**src/rtl/frequency_capture_sequencer_if.sv**
```systemverilog
// Register-write port between the frequency capture sequencer and the AXI
// register file. The sequencer presents one write at a time and holds it
// until the register file raises register_ready.
interface frequency_capture_sequencer_if;
   logic [1:0]  register_operation;
   logic [7:0]  register_number;
   logic [31:0] register_write;
   logic        register_ready;

   modport master (
      output register_operation,
      output register_number,
      output register_write,
      input  register_ready
   );

   modport slave (
      input  register_operation,
      input  register_number,
      input  register_write,
      output register_ready
   );
endinterface

```
**src/rtl/frequency_capture_sequencer.sv**
```systemverilog
// Pixel frequency analyser sequencer.
// Each channel watches one bit of one pixel position per line, measures the
// half-period between changes of that bit and accumulates the time spent near
// two target half-periods. On stop the 2*CHANNELS accumulators are written out
// through the register-write port and irq is pulsed.
//
// state | meaning
// IDLE  | waiting for start; capture logic held cleared
// RUN   | sampling pixels, measuring and accumulating half-periods
// DUMP  | presenting registers 1..2*CHANNELS, one per accepted write
// DONE  | single cycle, irq high, then back to IDLE
module frequency_capture_sequencer #(
   parameter int unsigned            CHANNELS            = 3,
   parameter int unsigned            DATA_WIDTH          = 8,
   parameter int unsigned            SAMPLE_BIT          = 7,
   parameter int unsigned            PIXEL_COUNTER_WIDTH = 12,
   parameter int unsigned            LINE_LENGTH         = 1024,
   parameter logic [CHANNELS*16-1:0] PIXEL_INDEXES       = {16'd1023, 16'd511, 16'd63},
   parameter logic [CHANNELS*32-1:0] F0_HALF_PERIODS     = {3{32'd100}},
   parameter logic [CHANNELS*32-1:0] F1_HALF_PERIODS     = {3{32'd200}},
   parameter int unsigned            DEVIATION_CYCLES    = 20
) (
   input  logic                          s00_axi_aclk,
   input  logic                          s00_axi_aresetn,
   input  logic [DATA_WIDTH-1:0]         data,
   input  logic                          pixel_valid,
   input  logic                          line_start,
   input  logic                          start,
   input  logic                          stop,
   input  logic                          clear,
   frequency_capture_sequencer_if.master reg_if,
   output logic                          busy,
   output logic                          irq
);

   typedef enum logic [1:0] {
      IDLE = 2'd0,
      RUN  = 2'd1,
      DUMP = 2'd2,
      DONE = 2'd3
   } state_t;

   localparam logic [PIXEL_COUNTER_WIDTH-1:0] LAST_PIX = PIXEL_COUNTER_WIDTH'(LINE_LENGTH - 1);
   localparam logic [7:0]  LAST_NUM = 8'(2 * CHANNELS);
   localparam logic [32:0] DEV      = 33'(DEVIATION_CYCLES);
   localparam logic [31:0] CNT_MAX  = 32'hFFFF_FFFF;
   localparam logic [1:0]  OP_WRITE = 2'd2;

   state_t state_q, state_d;

   logic [PIXEL_COUNTER_WIDTH-1:0] pix_cnt_q, pix_cnt_d, pix_idx;

   logic [CHANNELS-1:0] sample_q, sample_d;
   logic [CHANNELS-1:0] seen_q, seen_d;
   logic [31:0]         hp_cnt_q [CHANNELS];
   logic [31:0]         hp_cnt_d [CHANNELS];
   logic [31:0]         acc_f0_q [CHANNELS];
   logic [31:0]         acc_f0_d [CHANNELS];
   logic [31:0]         acc_f1_q [CHANNELS];
   logic [31:0]         acc_f1_d [CHANNELS];
   logic [32:0]         measured;
   logic                meas_vld;
   logic                clear_ok;

   logic [1:0]  op_q, op_d;
   logic [7:0]  num_q, num_d;
   logic [31:0] wr_q, wr_d;
   logic [7:0]  next_num;
   logic [31:0] next_val;

   logic data_unused;

   // only SAMPLE_BIT of the pixel word is analysed
   assign data_unused = ^data;

   // clear has no effect once the results are being dumped
   assign clear_ok = clear && ((state_q == IDLE) || (state_q == RUN));

   function automatic logic in_window(input logic [32:0] m, input logic [31:0] f);
      logic [32:0] diff;
      diff = (m >= {1'b0, f}) ? (m - {1'b0, f}) : ({1'b0, f} - m);
      return diff <= DEV;
   endfunction

   function automatic logic [31:0] sat_add(input logic [31:0] a, input logic [32:0] b);
      logic [33:0] sum;
      sum = {2'b00, a} + {1'b0, b};
      return (sum > {2'b00, CNT_MAX}) ? CNT_MAX : sum[31:0];
   endfunction

   // in-line pixel position; line_start makes the current pixel index 0
   always_comb begin
      pix_idx   = line_start ? '0 : pix_cnt_q;
      pix_cnt_d = pix_cnt_q;
      if (state_q != RUN) begin
         pix_cnt_d = '0;
      end else if (pixel_valid) begin
         pix_cnt_d = (pix_idx == LAST_PIX) ? '0 : pix_idx + 1'b1;
      end
   end

   // per-channel sampling, half-period measurement and accumulation
   always_comb begin
      measured = '0;
      meas_vld = 1'b0;
      for (int k = 0; k < CHANNELS; k++) begin
         sample_d[k] = sample_q[k];
         seen_d[k]   = seen_q[k];
         hp_cnt_d[k] = hp_cnt_q[k];
         acc_f0_d[k] = acc_f0_q[k];
         acc_f1_d[k] = acc_f1_q[k];
         measured    = '0;
         meas_vld    = 1'b0;
         if (state_q != RUN) begin
            sample_d[k] = 1'b0;
            seen_d[k]   = 1'b0;
            hp_cnt_d[k] = '0;
         end else begin
            if (pixel_valid && (32'(pix_idx) == 32'(PIXEL_INDEXES[16*k +: 16]))) begin
               sample_d[k] = data[SAMPLE_BIT];
            end
            if (sample_d[k] != sample_q[k]) begin
               // the first change after entering RUN only starts the timing
               measured    = {1'b0, hp_cnt_q[k]} + 33'd1;
               meas_vld    = seen_q[k];
               seen_d[k]   = 1'b1;
               hp_cnt_d[k] = '0;
            end else if (hp_cnt_q[k] != CNT_MAX) begin
               hp_cnt_d[k] = hp_cnt_q[k] + 32'd1;
            end
         end
         if (clear_ok) begin
            acc_f0_d[k] = '0;
            acc_f1_d[k] = '0;
         end else if (meas_vld) begin
            if (in_window(measured, F0_HALF_PERIODS[32*k +: 32])) begin
               acc_f0_d[k] = sat_add(acc_f0_q[k], measured);
            end else if (in_window(measured, F1_HALF_PERIODS[32*k +: 32])) begin
               acc_f1_d[k] = sat_add(acc_f1_q[k], measured);
            end
         end
      end
   end

   // value of the register that follows the one currently presented
   always_comb begin
      next_num = num_q + 8'd1;
      next_val = '0;
      for (int k = 0; k < CHANNELS; k++) begin
         if (next_num == 8'(2*k + 1)) next_val = acc_f0_q[k];
         if (next_num == 8'(2*k + 2)) next_val = acc_f1_q[k];
      end
   end

   // sequencing and registered write-port outputs
   always_comb begin
      state_d = state_q;
      op_d    = op_q;
      num_d   = num_q;
      wr_d    = wr_q;
      case (state_q)
         IDLE: begin
            if (start) state_d = RUN;
         end
         RUN: begin
            if (stop) begin
               // first register carries any accumulation made this cycle
               state_d = DUMP;
               op_d    = OP_WRITE;
               num_d   = 8'd1;
               wr_d    = acc_f0_d[0];
            end
         end
         DUMP: begin
            if (reg_if.register_ready) begin
               if (num_q == LAST_NUM) begin
                  state_d = DONE;
                  op_d    = '0;
                  num_d   = '0;
                  wr_d    = '0;
               end else begin
                  num_d = next_num;
                  wr_d  = next_val;
               end
            end
         end
         DONE: begin
            state_d = IDLE;
         end
         default: begin
            state_d = IDLE;
            op_d    = '0;
            num_d   = '0;
            wr_d    = '0;
         end
      endcase
   end

   // state and write-port registers
   always_ff @(posedge s00_axi_aclk or negedge s00_axi_aresetn) begin
      if (!s00_axi_aresetn) begin
         state_q <= IDLE;
         op_q    <= '0;
         num_q   <= '0;
         wr_q    <= '0;
      end else begin
         state_q <= state_d;
         op_q    <= op_d;
         num_q   <= num_d;
         wr_q    <= wr_d;
      end
   end

   // pixel position register
   always_ff @(posedge s00_axi_aclk or negedge s00_axi_aresetn) begin
      if (!s00_axi_aresetn) begin
         pix_cnt_q <= '0;
      end else begin
         pix_cnt_q <= pix_cnt_d;
      end
   end

   // per-channel sample, timer and accumulator registers
   always_ff @(posedge s00_axi_aclk or negedge s00_axi_aresetn) begin
      if (!s00_axi_aresetn) begin
         sample_q <= '0;
         seen_q   <= '0;
         for (int k = 0; k < CHANNELS; k++) begin
            hp_cnt_q[k] <= '0;
            acc_f0_q[k] <= '0;
            acc_f1_q[k] <= '0;
         end
      end else begin
         sample_q <= sample_d;
         seen_q   <= seen_d;
         for (int k = 0; k < CHANNELS; k++) begin
            hp_cnt_q[k] <= hp_cnt_d[k];
            acc_f0_q[k] <= acc_f0_d[k];
            acc_f1_q[k] <= acc_f1_d[k];
         end
      end
   end

   assign reg_if.register_operation = op_q;
   assign reg_if.register_number    = num_q;
   assign reg_if.register_write     = wr_q;
   assign busy = (state_q == RUN) || (state_q == DUMP);
   assign irq  = (state_q == DONE);

endmodule

```
**src/flat_wrapper.sv**
```systemverilog
// flat-port wrapper written by rule: the top's interface ports become plain ports
module frequency_capture_sequencer_flat 
#(
   parameter int unsigned            CHANNELS            = 3,
   parameter int unsigned            DATA_WIDTH          = 8,
   parameter int unsigned            SAMPLE_BIT          = 7,
   parameter int unsigned            PIXEL_COUNTER_WIDTH = 12,
   parameter int unsigned            LINE_LENGTH         = 1024,
   parameter logic [CHANNELS*16-1:0] PIXEL_INDEXES       = {16'd1023, 16'd511, 16'd63},
   parameter logic [CHANNELS*32-1:0] F0_HALF_PERIODS     = {3{32'd100}},
   parameter logic [CHANNELS*32-1:0] F1_HALF_PERIODS     = {3{32'd200}},
   parameter int unsigned            DEVIATION_CYCLES    = 20
)
  (s00_axi_aclk, s00_axi_aresetn, data, pixel_valid, line_start, start, stop, clear, busy, irq, reg_if_register_operation, reg_if_register_number, reg_if_register_write, reg_if_register_ready);
  frequency_capture_sequencer_if reg_if_i ();
  input  logic s00_axi_aclk;
  input  logic s00_axi_aresetn;
  input  logic [DATA_WIDTH-1:0] data;
  input  logic pixel_valid;
  input  logic line_start;
  input  logic start;
  input  logic stop;
  input  logic clear;
  output logic busy;
  output logic irq;
  output wire logic [$bits(reg_if_i.register_operation)-1:0] reg_if_register_operation;
  output wire logic [$bits(reg_if_i.register_number)-1:0] reg_if_register_number;
  output wire logic [$bits(reg_if_i.register_write)-1:0] reg_if_register_write;
  input wire logic [$bits(reg_if_i.register_ready)-1:0] reg_if_register_ready;
  assign reg_if_register_operation = reg_if_i.register_operation;
  assign reg_if_register_number = reg_if_i.register_number;
  assign reg_if_register_write = reg_if_i.register_write;
  assign reg_if_i.register_ready = reg_if_register_ready;
  frequency_capture_sequencer #(.CHANNELS(CHANNELS), .DATA_WIDTH(DATA_WIDTH), .SAMPLE_BIT(SAMPLE_BIT), .PIXEL_COUNTER_WIDTH(PIXEL_COUNTER_WIDTH), .LINE_LENGTH(LINE_LENGTH), .PIXEL_INDEXES(PIXEL_INDEXES), .F0_HALF_PERIODS(F0_HALF_PERIODS), .F1_HALF_PERIODS(F1_HALF_PERIODS), .DEVIATION_CYCLES(DEVIATION_CYCLES)) u_core (.s00_axi_aclk(s00_axi_aclk), .s00_axi_aresetn(s00_axi_aresetn), .data(data), .pixel_valid(pixel_valid), .line_start(line_start), .start(start), .stop(stop), .clear(clear), .reg_if(reg_if_i), .busy(busy), .irq(irq));
endmodule
```
**config.mk**
```make
export PLATFORM = sky130hd
export DESIGN_NAME = frequency_capture_sequencer_flat
export DESIGN_NICKNAME = d
export VERILOG_FILES = /design/src/rtl/frequency_capture_sequencer_if.sv /design/src/rtl/frequency_capture_sequencer.sv /design/src/flat_wrapper.sv
export SDC_FILE = /design/constraint.sdc
export NUM_CORES = 1
export LEC_CHECK = 0
export ABC_AREA = 1
export BUFFER_PORTS_ARGS = -buffer_cell sky130_fd_sc_hd__buf_2
export CELL_PAD_IN_SITES_DETAIL_PLACEMENT = 1
export CELL_PAD_IN_SITES_GLOBAL_PLACEMENT = 2
export CORE_MARGIN = 2
export CORE_UTILIZATION = 35
export DETAILED_ROUTE_END_ITERATION = 7
export PLACE_DENSITY_LB_ADDON = 0.1
export RECOVER_POWER = 25
export SYNTH_ARGS = -nofsm -noshare
export SYNTH_HDL_FRONTEND = slang
export SYNTH_SLANG_ARGS = --single-unit
```
**constraint.sdc**
```tcl
create_clock -name s00_axi_aclk -period 6.63 [get_ports s00_axi_aclk]
set_clock_uncertainty 0.1 [all_clocks]
set_input_delay 1.326 -clock s00_axi_aclk [delete_from_list [all_inputs] [get_ports s00_axi_aclk]]
set_output_delay 1.326 -clock s00_axi_aclk [all_outputs]
set_load 0.02 [all_outputs]
```
=== Word-level counts from Yosys, hierarchy flattened ===
Cells that the tools add are included.

* Bits in registers: 350
* Bits in latches: 0
* Bits in writable memories: 0
* ROM bits: 0
* Output and inout port bits: 44
* Word-level logic and storage cells: 215
* Memories: 0

* Add/subtract/negate cells: 26
* Multipliers: 0
* Div/mod/pow operators: 0
* Magnitude comparators: 18
* Eq/ne operators: 27
* Shift operators: 0
* Mux-type cells: 95
* Bitwise operators: 0
* Reductions and logical operators: 31

{| class="wikitable"
|+ Operators with widths
! kind !! count
|-
| $mux W32 || 45
|-
| $mux W33 || 12
|-
| $add A32 B33 Y34 || 6
|-
| $gt A34 B32 Y1 const B || 6
|-
| $le A33 B5 Y1 const B || 6
|-
| $add A32 B1 Y33 const B || 3
|-
| $ge A33 B7 Y1 const B || 3
|-
| $ge A33 B8 Y1 const B || 3
|-
| $sub A33 B7 Y33 const B || 3
|-
| $sub A33 B8 Y33 const B || 3
|-
| $sub A7 B33 Y33 const A || 3
|-
| $sub A8 B33 Y33 const A || 3
|-
| $add A32 B1 Y32 const B || 3
|-
| $ne A32 B32 Y1 const B || 3
|-
| $pmux W32 S2 || 1
|-
| $mux W12 || 4
|-
| $eq A8 B3 Y1 const B || 4
|-
| $reduce_bool A2 Y1 || 13
|-
| $mux W8 || 3
|-
| $mux W1 || 21
|-
| $eq A8 B2 Y1 const B || 2
|-
| $pmux W8 S2 || 1
|-
| $add A12 B1 Y12 const B || 1
|-
| $eq A12 B10 Y1 const B || 1
|-
| 19 further kinds || 44
|}

=== Logic depth before layout (Yosys ltp) ===
Gate-level depths: netlist (run 1).

* Depth after elaboration: 16
* Gate-level depth with buffers: 38

=== Worst setup path before layout (run 1) ===
Ideal clock, no wire load.

* Path kind: input-to-reg
* From: input line_start
* To: register u_core.acc_f0_q[23] (netlist name)
* Setup time: 119 ps
* Arrival time: 5981 ps
* Data required time: 6411 ps
* Slack: 430 ps
* Stages on the path: 29
* Cells stage by stage: nor2_1 -> ha_1 -> nand3_1 -> nor2_1 -> nand3_2 -> nor2_1 -> nand3_1 -> nand2_1 -> buf_2 -> inv_1 -> nor3_1 -> ha_1 -> inv_1 -> fa_1 -> o21ai_0 -> a21boi_0 -> o21ai_0 -> a21boi_0 -> o21ai_0 -> a21boi_0 -> o21ai_0 -> nand2_1 -> o2111ai_1 -> o211ai_1 -> o21ai_1 -> clkbuf_1 -> nand2_1 -> nand4_1 -> nand2_1

* Cells in the longest elaborated chain, start to end: 14

{| class="wikitable"
|+ RTL lines
! item !! RTL line !! source
|-
| start, declared || flat_wrapper.sv:20 || <nowiki>input logic line_start;</nowiki>
|-
| $mux W12 * || frequency_capture_sequencer.sv:93 || <nowiki>pix_idx = line_start ? '0 : pix_cnt_q;</nowiki>
|-
| $eq A12 B10 Y1 * || frequency_capture_sequencer.sv:119 || <nowiki>if (pixel_valid && (32'(pix_idx) == 32'(PIXEL_INDEXES[16*k +: 16]))) begin</nowiki>
|-
| $logic_and A1 B1 Y1 * || frequency_capture_sequencer.sv:119 ||
|-
| $mux W1 * || frequency_capture_sequencer.sv:119 ||
|-
| $mux W1 * || frequency_capture_sequencer.sv:114 || <nowiki>if (state_q != RUN) begin</nowiki>
|-
| $ne A1 B1 Y1 * || frequency_capture_sequencer.sv:122 || <nowiki>if (sample_d[k] != sample_q[k]) begin</nowiki>
|-
| $mux W33 || frequency_capture_sequencer.sv:122 ||
|-
| $mux W33 || frequency_capture_sequencer.sv:114 ||
|-
| $add A32 B33 Y34 || frequency_capture_sequencer.sv:87 || <nowiki>sum = {2'b00, a} + {1'b0, b};</nowiki>
|-
| $gt A34 B32 Y1 || frequency_capture_sequencer.sv:88 || <nowiki>return (sum > {2'b00, CNT_MAX}) ? CNT_MAX : sum[31:0];</nowiki>
|-
| $mux W32 || frequency_capture_sequencer.sv:88 ||
|-
| $mux W32 || frequency_capture_sequencer.sv:136 || <nowiki>if (in_window(measured, F0_HALF_PERIODS[32*k +: 32])) begin</nowiki>
|-
| $mux W32 || frequency_capture_sequencer.sv:135 || <nowiki>end else if (meas_vld) begin</nowiki>
|-
| $mux W32 || frequency_capture_sequencer.sv:132 || <nowiki>if (clear_ok) begin</nowiki>
|-
| end signal, assigned by index || frequency_capture_sequencer.sv:238 || <nowiki>acc_f0_q[k] <= acc_f0_d[k];</nowiki>
|-
| end, declared || frequency_capture_sequencer.sv:57 || <nowiki>logic [31:0] acc_f0_q [CHANNELS];</nowiki>
|}

Every way passes the cells marked *; elsewhere a longest branch is shown, timed or not. The select of a mux whose other input is x is not followed.
A chain may end at the register's enable or synchronous reset.

=== Worst setup path in the final report (run 1) ===
* From: input line_start
* To: register u_core.wr_q[31], in the netlist u_core.reg_if.register_write[31]

* Cells in the longest elaborated chain, start to end: 16

{| class="wikitable"
|+ RTL lines
! item !! RTL line !! source
|-
| $mux W12 * || frequency_capture_sequencer.sv:93 ||
|-
| $eq A12 B6 Y1 * || frequency_capture_sequencer.sv:119 ||
|-
| $logic_and A1 B1 Y1 * || frequency_capture_sequencer.sv:119 ||
|-
| $mux W1 * || frequency_capture_sequencer.sv:119 ||
|-
| $mux W1 * || frequency_capture_sequencer.sv:114 ||
|-
| $ne A1 B1 Y1 * || frequency_capture_sequencer.sv:122 ||
|-
| $mux W33 || frequency_capture_sequencer.sv:122 ||
|-
| $mux W33 || frequency_capture_sequencer.sv:114 ||
|-
| $add A32 B33 Y34 (tied with other cells) || frequency_capture_sequencer.sv:87 ||
|-
| $gt A34 B32 Y1 or $mux W33 (tied branches) || frequency_capture_sequencer.sv:88, frequency_capture_sequencer.sv:81 ||
|-
| $mux W32 or $le A33 B5 Y1 (tied branches) || frequency_capture_sequencer.sv:88, frequency_capture_sequencer.sv:82 ||
|-
| $mux W32 || frequency_capture_sequencer.sv:136 ||
|-
| $mux W32 * || frequency_capture_sequencer.sv:135 ||
|-
| $mux W32 * || frequency_capture_sequencer.sv:132 ||
|-
| $mux W32 * || frequency_capture_sequencer.sv:166 || <nowiki>if (stop) begin</nowiki>
|-
| $pmux W32 S2 * || frequency_capture_sequencer.sv:161 || <nowiki>case (state_q)</nowiki>
|-
| end signal, assigned || frequency_capture_sequencer.sv:210 || <nowiki>wr_q <= wr_d;</nowiki>
|-
| end, declared || frequency_capture_sequencer.sv:67 || <nowiki>logic [31:0] wr_q, wr_d;</nowiki>
|}

Marks and branches as above.

==> key figures, run 1 <==
Route
  • DR vias/cell: 5.472
  • DRT iter0 DRCs: 3280
  • Via Count: 50880
  • Wirelength per Cell: 23.02 µm
  • Pre-antenna DRT Iters: 5
  • DRC Markers: 0
  • Final ANT Viol Nets: 0
  • Post-Route WL: 214.0 mm

Worst setup path
  • Kind of critical path: in -> reg
  • Worst Path Arrival: 6620 ps
  • Biggest cell delay along the critical path: 410 ps
  • Most common cell on crit path: nand2_1
  • Worst r2r src: u_core.hp_cnt_q[0]$_DFFE_PN0P_
  • CP Capture Type: register
  • Critical path required time: 7150 ps
  • Worst reg2reg path depth: 25
  • CP max-delay cell: nand3_1
  • Reg2reg setup slack: 570 ps
  • Crit Path Max Fanout: 20
  • Worst reg2reg endpoint: u_core.acc_f1_q[31]$_DFFE_PN0P_
  • Startpoint types: input port

STA
  • # setup viols final: 0
  • Fin Hold WS: 387.3 ps
  • Max Clk Rate: 163.9 MHz
  • Slew @ Worst Pin: 4854 ps
  • Post-route minimum period: 6103 ps
  • Tcrit/Tclk final: 0.9205
  • RSZ-0062 raised after global routing: no
  • Final hold vios: 0
  • Final Max Tran Viols: 88
  • Setup tns final: 0 ps
  • Relative slew slack: -2.236

Placement
  • Placed cell count: 9207
  • Detail Placement HPWL: 176.3 mm
  • RePlAce Congestion: 1.016
  • Dpl cell area: 0.04784 mm²
  • IO buf count: 51

Die
  • Die ar.: 0.1264 mm²
  • Core area: 0.1222 mm²
  • Die Ht: 355.6 µm
  • Placement row count: 128
  • Starting Density: 0.3540
  • I/O Pins: 60
  • Die outline width: 355.6 µm

Worst hold path
  • Worst hold path depth: 2
  • Hold path startpoint: u_core.acc_f1_q[79]$_DFFE_PN0P_
  • Worst Hold Path EP: u_core.acc_f1_q[79]$_DFFE_PN0P_
  • HP Class: reg -> reg

Power and ir drop
  • Clock power share: 0.356
  • Sw Pwr: 3.481 mW
  • Part of the power in registers: 0.309
  • Sw Share: 0.4409
  • Peak supply drop: 0.0002659 V
  • Internal power: 4.415 mW
  • Leak: 28.40 nW
  • Combinational share of power: 0.335
  • PwrDens: 159.6 mW/mm²

Clock tree
  • H-tree depth: 2
  • Root Buffer: clkbuf_16
  • Number of CTS-inserted buffers: 48
  • Post-CTS Hold Fix Bufs: 0
  • CTS clk-pin slew, worst paths: 60 ps
  • # Post-CTS Setup Buffers: 0
  • CTS resizes: 0
  • Clock buffer depth: 3
  • Clk sinks: 349
  • CTS tree: built
  • Skew-Pair Late Insertion Delay: 690 ps

Finish
  • Final #Nets: 7876
  • Layout fillers: 16650
  • Storage element area: 0.008733 mm²
  • Multi-input gate area: 0.03055 mm²
  • Most frequent cells in the layout: nand2_1, nor2_1, inv_1, nand3_1, buf_4
  • Commonest non-fill, non-tap cell in the layout: nand2_1
  • Share of layout cells above drive strength 1: 0.08946
  • Design area: 0.04948 mm²
  • Final Non-Filler Cells: 9297
  • Area growth from synthesis to layout: 14.39%

Synth
  • Syn. warnings: 0
  • Post-Syn Area: 0.04326 mm²
  • Synth area leaders: nand2_1, dfrtp_1, nand3_1, nor2_1, ha_1
  • Share of flip-flops with an asynchronous set or reset: 1.000
  • Area share of the largest cell type after synthesis: 0.2168
  • #FFs+latches synth: 349
  • Synth cell types: 61
  • Gate Count Post-Synth: 7365
  • Ys flop type: dfrtp_1
  • Post-synth top area cell: nand2_1
  • Sequential-to-total area share from yosys stat: 0.2019
  • Post-Syn Nets: 7609
  • Post-synth EDFFs: 0
  • Mean area per synthesized cell: 5.874 µm²

Global routing
  • GRT overflow: 0
  • Overall Global Routing Usage: 0.3324
  • Pin count of the biggest net entering global routing: 111
  • Vias in the first global route: 51710
  • Initial antenna violation count: 6
  • First-pass GRT wire length: 322.7 mm

Status
  • Outcome: finished, violations left
  • Failing checks: capacitance limit, slew limit

Flow run
  • Max Cap Viol: 1
worst max-delay path, delay by kind of cell:
kind | cells | cell delay (ps)
buffers and inverters | 6 | 1350
AO/OA/AOI/OAI | 2 | 690
AND/OR/NAND/NOR | 21 | 2810
adder cells (fa/ha/maj) | 2 | 430
logic make-up (layout without fill, tap and decap cells):
| logic type | count (synthesis) | after routing | share of synthesized area |
|---|---|---|---|
| AO/OA/AOI/OAI | 952 | 952 | 0.1225 |
| XOR/XNOR | 333 | 333 | 0.06742 |
| adder cells (fa/ha/maj) | 228 | 228 | 0.06699 |
| buffers and inverters | 992 | 1295 | 0.09412 |
| flip-flops | 349 | 349 | 0.2019 |
| other | 1 | 5 | 0.00008669 |
| AND/OR/NAND/NOR | 4510 | 4510 | 0.4470 |
Yosys cell counts (11+ instances only):
| master | count |
|---|---|
| a21boi_0 | 19 |
| a21oi_1 | 356 |
| or2_2 | 24 |
| o21bai_1 | 18 |
| nand4_1 | 320 |
| nor4_1 | 12 |
| nor3_1 | 61 |
| a21o_1 | 11 |
| o21ai_0 | 364 |
| and3_1 | 33 |
| nand3b_1 | 16 |
| buf_1 | 15 |
| nand2_1 | 2498 |
| o211ai_1 | 53 |
| nand3_2 | 19 |
| ha_1 | 222 |
| nand2_2 | 18 |
| xnor2_1 | 99 |
| nand3_1 | 659 |
| clkbuf_1 | 121 |
| xor2_1 | 234 |
| buf_2 | 59 |
| dfrtp_1 | 349 |
| nor2_2 | 33 |
| o22ai_1 | 15 |
| inv_1 | 730 |
| a32oi_1 | 21 |
| buf_4 | 27 |
| a31oi_1 | 14 |
| o21a_1 | 12 |
| nor2_1 | 785 |
| o21ai_1 | 30 |
| buf_6 | 23 |
cell type report:
class | instances | share of cell area
inverter | 747 | 0.05667
sequential | 349 | 0.1765
timing repair buffer | 462 | 0.07520
multi-input combinational | 6024 | 0.6174
antenna | 4 | 0.0002023
tap | 1625 | 0.04109
clock inverter | 21 | 0.006195
clock buffer | 65 | 0.02678
power groups by stage:
stage	Combinational (mW)	Sequential, mW	Clock, mW
detailed placement	2.62	2.46	0
global route	2.83	2.44	2.95
finish	2.65	2.44	2.81
global placement	2.59	2.47	0
floorplan	1.41	2.49	0
CTS	2.63	2.43	2.88
how the worst max path moves through the flow:
stage / from / endpoint / cells past startpoint
detailed placement: line_start / u_core.acc_f1_q[26]$_DFFE_PN0P_ / 33
floorplan: line_start / u_core.acc_f0_q[23]$_DFFE_PN0P_ / 29
global placement: line_start / u_core.acc_f0_q[28]$_DFFE_PN0P_ / 30
global route: line_start / u_core.acc_f1_q[56]$_DFFE_PN0P_ / 35
finish: line_start / u_core.reg_if.register_write[31]$_DFFE_PN0P_ / 31
CTS: line_start / u_core.acc_f1_q[26]$_DFFE_PN0P_ / 33
metal layers:
metal  GRT usage  wire, µm  up-vias
met2      0.5642    100600     1024
met5           0        14        -
met4      0.1221      8641        2
met3     0.05152     10160      320
li1            -         -    24700
met1      0.4239     94640    24830
sequential cells by signal (all words and copies together), names as in the netlist, 2 cells and up:
name,flops
u_core.reg_if.register_write,32
u_core.acc_f0_q,96
u_core.sample_q,3
u_core.acc_f1_q,96
u_core.hp_cnt_q,96
u_core.seen_q,3
u_core.state_q,2
u_core.pix_cnt_q,12
u_core.reg_if.register_number,8
stage by stage:
| step | worst slack [ps] | util | total power [mW] |
|---|---|---|---|
| 6_report | 527.3 | 0.4049 | 7.896 |
| 5_1_grt | 22.05 | 0.4049 | 8.219 |
| 4_1_cts | 462.5 | 0.4049 | 7.942 |
| 3_5_place_dp | -241.6 | 0.3915 | 5.085 |
| 3_3_place_gp | -102.2 | 0.3915 | 5.054 |
| 2_1_floorplan | 430.0 | - | 3.898 |
Note: power is estimated with default switching activity, not from simulation.
==> run 2, diff against run 1 <==
==> constraint.sdc (replaced) <==
create_clock -name s00_axi_aclk -period 6.2 [get_ports s00_axi_aclk]
set_clock_uncertainty 0.1 [all_clocks]
set_input_delay 1.24 -clock s00_axi_aclk [delete_from_list [all_inputs] [get_ports s00_axi_aclk]]
set_output_delay 1.24 -clock s00_axi_aclk [all_outputs]
set_load 0.02 [all_outputs]
==> run 2 against run 1 <==
  * Sequential cell count unchanged
  * Combinational power grew 10%
  * Count of clock-buffer cells in the layout unchanged
  * The run still ends with capacitance limit, slew limit left
  * Sequential power rose by 7%
  * Sequential share of layout area fell by 0.84 points
  * Power is 9.2% higher
  * Setup slack got worse by 150 ps
  * Global-route usage rose by 0.63 points
==> key figures, run 2 (synthesized netlist as in run 1, its figures left out) <==
Power and ir drop
  • Peak supply drop: 0.0002787 V
  • Total power: 8.623 mW
  • Sw Pwr: 3.799 mW
  • Internal power: 4.824 mW
  • PwrDens: 166.0 mW/mm²
  • Leak: 29.96 nW
  • Clock power share: 0.359
  • Part of the power in registers: 0.302
  • Sw Share: 0.4406
  • Combinational share of power: 0.338

Worst hold path
  • Worst hold path depth: 2
  • HP Class: reg -> reg
  • Worst Hold Path EP: u_core.acc_f1_q[79]$_DFFE_PN0P_
  • Hold path startpoint: u_core.acc_f1_q[79]$_DFFE_PN0P_

Worst setup path
  • Biggest cell delay along the critical path: 250 ps
  • CP delay by family, top: simple AND/OR/NAND/NOR gates
  • Crit Path Max Fanout: 12
  • CP max-delay cell: nor2_4
  • WP buf/inv: 12
  • Worst Path Arrival: 6320 ps
  • Worst r2r src: u_core.hp_cnt_q[0]$_DFFE_PN0P_
  • Worst reg2reg endpoint: u_core.acc_f1_q[1]$_DFFE_PN0P_
  • Kind of critical path: in -> reg
  • CP Capture Type: register
  • Reg2reg setup slack: 580 ps
  • Most common cell on crit path: nand2_1
  • Worst reg2reg path depth: 24
  • Critical path required time: 6700 ps
  • Startpoint types: input port

Finish
  • Final #Nets: 8190
  • Most frequent cells in the layout: nand2_1, nor2_1, inv_1, buf_4, nand3_1
  • Regs by FF count: u_core.acc_f0_q x96, u_core.acc_f1_q x96, u_core.hp_cnt_q x96
  • Final Core Density: 0.4252
  • Commonest non-fill, non-tap cell in the layout: nand2_1
  • Area growth from synthesis to layout: 20.10%
  • Share of layout cells above drive strength 1: 0.1264

Placement
  • RePlAce Congestion: 1.004
  • Detail Placement HPWL: 181.2 mm
  • IO buf count: 51
  • Placement Setup Slack: -431.5 ps

Die
  • I/O Pins: 60
  • Die outline width: 355.6 µm
  • Die ar.: 0.1264 mm²
  • Starting Density: 0.3540
  • Die Ht: 355.6 µm
  • Placement row count: 128
  • Core area: 0.1222 mm²

Global routing
  • Overall Global Routing Usage: 0.3387
  • Vias in the first global route: 53520
  • First-pass GRT wire length: 329.2 mm
  • Pin count of the biggest net entering global routing: 134
  • GRT overflow: 0
  • Initial antenna violation count: 8

Clock tree
  • Clock buffer depth: 3
  • Root Buffer: clkbuf_16
  • Clk sinks: 349
  • H-tree depth: 2
  • Skew-Pair Late Insertion Delay: 690 ps
  • Number of CTS-inserted buffers: 48
  • Post-CTS Hold Fix Bufs: 0
  • CTS clk-pin slew, worst paths: 60 ps
  • CTS tree: built

STA
  • Setup ws final: 381.2 ps
  • Relative slew slack: -1.737
  • Post-route minimum period: 5819 ps
  • Max Clk Rate: 171.9 MHz
  • Final hold vios: 0
  • Tcrit/Tclk final: 0.9385
  • Final Max Tran Viols: 66
  • RSZ-0062 raised after global routing: no
  • Slew @ Worst Pin: 4105 ps
  • # setup viols final: 0
  • Fin Hold WS: 381.7 ps

Route
  • DR vias/cell: 5.482
  • DRT iter0 DRCs: 3581
  • Pre-antenna DRT Iters: 5
  • DRC Markers: 0
  • Via Count: 52690
  • Wirelength per Cell: 22.73 µm
  • Final ANT Viol Nets: 0
  • Post-Route WL: 218.4 mm

Status
  • Outcome: finished, violations left
  • Failing checks: capacitance limit, slew limit

Flow run
  • Max Cap Viol: 1
## run 2: routing by layer
metal | up-vias | track usage | wire [µm]
met5 | - | 0 | 47
met4 | 8 | 0.1266 | 8929
met3 | 354 | 0.04046 | 9985
met2 | 1128 | 0.5806 | 103700
met1 | 25860 | 0.4340 | 95770
li1 | 25340 | - | -
## run 2: power groups by stage
stage                     Clock (mW)  Sequential, mW  Combinational [mW]
after floorplan                    0            2.66                1.50
after global placement             0            2.64                2.84
after detailed placement           0            2.64                2.89
after CTS                       3.16            2.60                2.90
after global routing            3.22            2.61                3.09
final                           3.10            2.61                2.92
## run 2: worst min-delay path, cell delays in order (launching register included)
cell and delay (ps):
dfrtp_1 350, nand2_1 60, nand2_1 50
## run 2: cell type report
| class | instances | area, µm² |
|---|---|---|
| fillers | 16650 | 70240 |
| multi-input cells | 6024 | 30580 |
| flip-flops and latches | 349 | 8733 |
| repair buffers | 776 | 6127 |
| inverters | 747 | 2808 |
| well taps | 1625 | 2033 |
| clock buffers | 65 | 1345 |
| clock inverters | 21 | 324.1 |
| diodes | 3 | 7.507 |
## run 2: how the worst max path moves through the flow
stage,cells past startpoint,startpoint,slack [ps],to
global placement,35,line_start,-290,u_core.reg_if.register_write[31]$_DFFE_PN0P_
CTS,35,line_start,240,u_core.acc_f0_q[62]$_DFFE_PN0P_
global route,33,line_start,5,u_core.acc_f1_q[26]$_DFFE_PN0P_
floorplan,29,line_start,90,u_core.acc_f0_q[23]$_DFFE_PN0P_
finish,37,line_start,380,u_core.reg_if.register_write[31]$_DFFE_PN0P_
detailed placement,35,line_start,-430,u_core.acc_f0_q[56]$_DFFE_PN0P_
## run 2: repair_timing
action | CTS | global route
setup endpoints to repair | 0 | 220
buffers inserted | 0 | 1
resized for setup | 0 | 32
## run 2: per-stage QoR
stage | std cells | cell area (µm²) | TNS [ps]
finish | 9610 | 51960 | 0
global route | 9607 | 51950 | 0
CTS | 9606 | 51910 | 0
detailed placement | 9520 | 50240 | -63470
global placement | 9520 | 50240 | -26490
floorplan | 7365 | 43260 | 0
